===== src/rtl/prod_accum.sv =====
// Accumulate stage behind the 4-bit array multiplier: sums a programmed number
// of 8-bit products into a registered accumulator and flags completion.
module prod_accum #(
    parameter int ACC_W = 12,
    parameter int LEN_W = 4
) (
    input  logic             clk,
    input  logic             rst,
    input  logic             start,
    input  logic [LEN_W-1:0] len,
    input  logic             in_valid,
    input  logic [7:0]       prod,
    output logic             in_ready,
    output logic             busy,
    output logic             done,
    output logic [ACC_W-1:0] acc,
    output logic             ovf
);

    typedef enum logic [1:0] {
        ST_IDLE  = 2'd0,
        ST_ACCUM = 2'd1,
        ST_DONE  = 2'd2
    } state_t;

    // Zero-extended add of one product; MSB of the result is the carry out.
    function automatic logic [ACC_W:0] add_term(input logic [ACC_W-1:0] a,
                                                input logic [7:0]       p);
        add_term = {1'b0, a} + (ACC_W+1)'(p);
    endfunction

    state_t             state_q, state_d;
    logic [ACC_W-1:0]   acc_q, acc_d;
    logic               ovf_q, ovf_d;
    logic [LEN_W-1:0]   cnt_q, cnt_d;
    logic [LEN_W-1:0]   len_q, len_d;
    logic               busy_q, busy_d;
    logic               done_q, done_d;
    logic [ACC_W:0]     sum_s;
    logic [LEN_W-1:0]   cnt_inc_s;

    // Next-state, accumulate and status decode.
    always_comb begin
        state_d   = state_q;
        acc_d     = acc_q;
        ovf_d     = ovf_q;
        cnt_d     = cnt_q;
        len_d     = len_q;
        sum_s     = add_term(acc_q, prod);
        cnt_inc_s = cnt_q + LEN_W'(1);

        if (start) begin
            // A new start always wins, discarding any partial sum.
            acc_d = {ACC_W{1'b0}};
            ovf_d = 1'b0;
            cnt_d = {LEN_W{1'b0}};
            len_d = len;
            if (len == {LEN_W{1'b0}}) begin
                state_d = ST_DONE;
            end else begin
                state_d = ST_ACCUM;
            end
        end else begin
            case (state_q)
                ST_ACCUM: begin
                    if (in_valid) begin
                        acc_d = sum_s[ACC_W-1:0];
                        ovf_d = ovf_q | sum_s[ACC_W];
                        cnt_d = cnt_inc_s;
                        if (cnt_inc_s == len_q) begin
                            state_d = ST_DONE;
                        end else begin
                            state_d = ST_ACCUM;
                        end
                    end else begin
                        state_d = ST_ACCUM;
                    end
                end
                ST_IDLE: begin
                    state_d = ST_IDLE;
                end
                ST_DONE: begin
                    state_d = ST_DONE;
                end
                default: begin
                    state_d = ST_IDLE;
                end
            endcase
        end

        busy_d = (state_d == ST_ACCUM);
        done_d = (state_d == ST_DONE);
    end

    // State and datapath registers with synchronous reset.
    always_ff @(posedge clk) begin
        if (rst) begin
            state_q <= ST_IDLE;
            acc_q   <= {ACC_W{1'b0}};
            ovf_q   <= 1'b0;
            cnt_q   <= {LEN_W{1'b0}};
            len_q   <= {LEN_W{1'b0}};
            busy_q  <= 1'b0;
            done_q  <= 1'b0;
        end else begin
            state_q <= state_d;
            acc_q   <= acc_d;
            ovf_q   <= ovf_d;
            cnt_q   <= cnt_d;
            len_q   <= len_d;
            busy_q  <= busy_d;
            done_q  <= done_d;
        end
    end

    assign acc      = acc_q;
    assign ovf      = ovf_q;
    assign busy     = busy_q;
    assign done     = done_q;
    assign in_ready = busy_q;

endmodule


===== config.mk =====
export PLATFORM = sky130hd
export DESIGN_NAME = prod_accum
export DESIGN_NICKNAME = d
export VERILOG_FILES = /design/src/rtl/prod_accum.sv
export SDC_FILE = /design/constraint.sdc
export NUM_CORES = 1
export LEC_CHECK = 0
export ABC_CLOCK_PERIOD_IN_PS = 2400
export CORE_MARGIN = 2
export CORE_UTILIZATION = 45
export DETAILED_ROUTE_END_ITERATION = 8
export PLACE_DENSITY = 0.84
export SETUP_SLACK_MARGIN = 0.4
export SLEW_MARGIN = 40
export SYNTH_ARGS = -nofsm -noshare
export SYNTH_HDL_FRONTEND = slang
export SYNTH_SLANG_ARGS = --single-unit

===== constraint.sdc =====
create_clock -name clk -period 2.4 [get_ports clk]
set_input_delay 0.48 -clock clk [delete_from_list [all_inputs] [get_ports clk]]
set_output_delay 0.48 -clock clk [all_outputs]
set_load 0.01 [all_outputs]

==> out/results.ini <==
[synth]
synthArstFlopShare_pct = 0
yosys-top-cells-area = dfxtp_1 (37%), ha_1 (10%), xnor2_1 (6.4%)
synth_top_area_cell = dfxtp_1
synth-seq-area-share_pct = 36.8
synthCells = 156
ys.flop_type = dfxtp_1
syn_avg_cell_area_um2 = 8.73
synth-edff-count = 0
syn_nets = 184
yosysTopAreaCellShare_pct = 36.8
synth.distinct_cells = 39
yosysWarningCount = 0
syn-cell-area_um2 = 1360
ys_seq_elements = 25

[final_layout]
final_cell_mix = clkdlybuf4s50_1 (28), dfxtp_1 (25), nand2_1 (17), a21oi_1 (15), nor2_1 (13)
area_delta_synth_final_pct = 32.7
fin_util_pct = 64.4
drive_gt1_share_pct = 12.6
final_nets = 219
antenna_cells = 0
fin_cells = 221
final_common_cell = clkdlybuf4s50_1

[timing]
rsz0062_at_grt = yes
fmax_mhz = 518
slew_violations = 0
fin_setup_tns_ns = 0
worst_pin_slew_ns = 0.416
fin_crit_ns = 1.93
finalSetupViolCount = 0
finalCritPeriodShare_pct = 80.5
slew-limit-headroom_pct = 71.5
hold_viol = 0
clock_skew_ns = 0.00454

[global_route]
grt_max_degree = 16
antenna_found_initial = 0
grt_pass1_vias = 1197
grt_pass1_wl_um = 5080
grt_usage_pct = 18.8
global_route.overflow_total = 0

[critical_path]
r2r_cells = 6
cp_max_fo = 4
max_stage_delay_ns = 0.41
cpMaxStageDelayCell = clkdlybuf4s50_1
crit_type = in2reg
worstPathArrival_ns = 2.20
critPathLaunchType = primary input
crit_chain = clkdlybuf4s50_1, ha_1, and4_2, o21ai_0, buf_4, a211oi_1, mux2i_1
cp_data_required_time_ns = 2.67
worstSetupEndpointType = register

[drt]
drc = 0
vias = 1212
drt_iter0_drc = 22
first_pass_iters = 6
routed_wl_um = 3000
antenna_left = 0
via_per_inst = 5.48
wl_per_cell_um = 13.6

[power]
pwr-share-comb_pct = 17.7
intPower_w = 0.000562
clkPwrFrac_pct = 25.4
p_sw_share_pct = 26.2
vdd_drop_max_uv = 332
power.leakage_nw = 0.700
power_frac_seq_pct = 56.9
power_density_nw_per_um2 = 421
switchingPower_w = 0.000199
power_w = 0.000761

[clock_network]
cts_sinks = 25
cts_tree = yes
clockBufferDepth = 2
ctsRootBufferMaster = clkbuf_4
cts_made_buffers = 3
cts_htree_levels = 1
clk_latency_ns = 0.33
clk_pin_slew_worst_paths_ns = 0.14
cts_hold_buf = 0

[die]
core_um2 = 2810
design.die.area_um2 = 3480
start_util_pct = 48.5
die_y_um = 59
die-width_um = 59
num_rows = 19
ioPinCount = 32

[place]
dp_hpwl_um = 2290
io_buffers = 31
place_inst = 217
globalplace.congestion = 0.826

[hold_path]
hold_depth = 2
holdCritPathClass = reg2reg

[flow_run]
drv_cap = 0

[outcome]
status = complete, no violations

[synth_stat cells, types with 2 or more instances]
| library cell | count |
|---|---|
| dfxtp_1 | 25 |
| nand2_1 | 17 |
| a21oi_1 | 15 |
| nor2_1 | 13 |
| ha_1 | 11 |
| xnor2_1 | 10 |
| nand3_1 | 7 |
| mux2i_1 | 6 |
| clkbuf_1 | 5 |
| a211oi_1 | 4 |
| inv_1 | 4 |
| o21ai_0 | 4 |
| xor2_1 | 4 |
| or3_1 | 3 |
| a21o_1 | 2 |
| a21o_2 | 2 |
| nor3_1 | 2 |
[final timing paths]
path                                            start                    end  slack (ns)
worst max-delay path                          prod[2]   acc[11]$_SDFFE_PP0P_        0.47
worst min-delay path            cnt_q[1]$_SDFFE_PP0P_  cnt_q[1]$_SDFFE_PP0P_        0.50
worst max register to register    acc[1]$_SDFFE_PP0P_    acc[7]$_SDFFE_PP0P_        0.53
worst min register to register  cnt_q[1]$_SDFFE_PP0P_  cnt_q[1]$_SDFFE_PP0P_        0.50
[per-layer routing]
metal	global-route usage (%)	vias up	routed length, µm
met5	0	-	0
met3	3.06	5	92
met2	32.5	26	1470
met1	23.7	568	1380
li1	-	613	-
met4	6.17	0	46
[cells by family (layout without fill, tap and decap cells)]
kind of cell / Yosys count / in the layout / share of synthesized area, %
AOI/OAI and AO/OA: 36 / 36 / 16.8
xor gates and xnor gates: 14 / 14 / 9.01
adders and majority gates: 12 / 12 / 11.6
buffers and inverters: 11 / 45 / 3.40
DFF: 25 / 25 / 36.8
muxes: 6 / 6 / 4.41
and+or+nand+nor: 52 / 52 / 18.0
[worst max-delay path, delay by kind of cell]
kind	cells	cell delay [ns]
simple gates	1	0.26
compound gates	2	0.36
mux	1	0.21
buf+inv	2	0.56
fa+ha+maj	1	0.35
[power groups by stage]
stage / logic (W) / registers (W) / clock network (W)
floorplan: 0.0000710 / 0.000443 / 0
global placement: 0.000122 / 0.000441 / 0
detailed placement: 0.000127 / 0.000442 / 0
CTS: 0.000130 / 0.000433 / 0.000195
global route: 0.000149 / 0.000435 / 0.000214
finish: 0.000135 / 0.000433 / 0.000193
[through the flow]
| stage | instance area, µm² | hold WS, ns | setup WS, ns |
|---|---|---|---|
| CTS | 1770 | 0.498 | 0.421 |
| detailed placement | 1720 | 0.476 | -0.141 |
| global route | 1810 | 0.536 | 0.380 |
| finish | 1810 | 0.496 | 0.468 |
| global placement | 1720 | 0.453 | -0.0921 |
| floorplan | 1360 | 0.454 | 0.449 |
[area by class of cell]
| type | count | area [µm²] |
|---|---|---|
| inverter | 4 | 15.0 |
| timing repair buffer | 37 | 352 |
| multi-input combinational | 120 | 875 |
| fill | 233 | 998 |
| sequential | 25 | 500 |
| clock buffer | 4 | 26.3 |
| tap | 31 | 38.8 |
[registers in the layout (all words and copies together), names as in the netlist]
name     cells
done         1
len_q        4
state_q      2
cnt_q        4
ovf          1
acc         12
busy         1
[repair_timing]
item | 4_1_cts | 5_1_grt
endpoints found under the setup margin | 8 | 5
resized for setup | 8 | 4
setup buffers | 0 | 0
pin swaps | 4 | 3
endpoints found under the hold margin | 0 | 0
No activity file was read; power rests on OpenSTA's default activity.
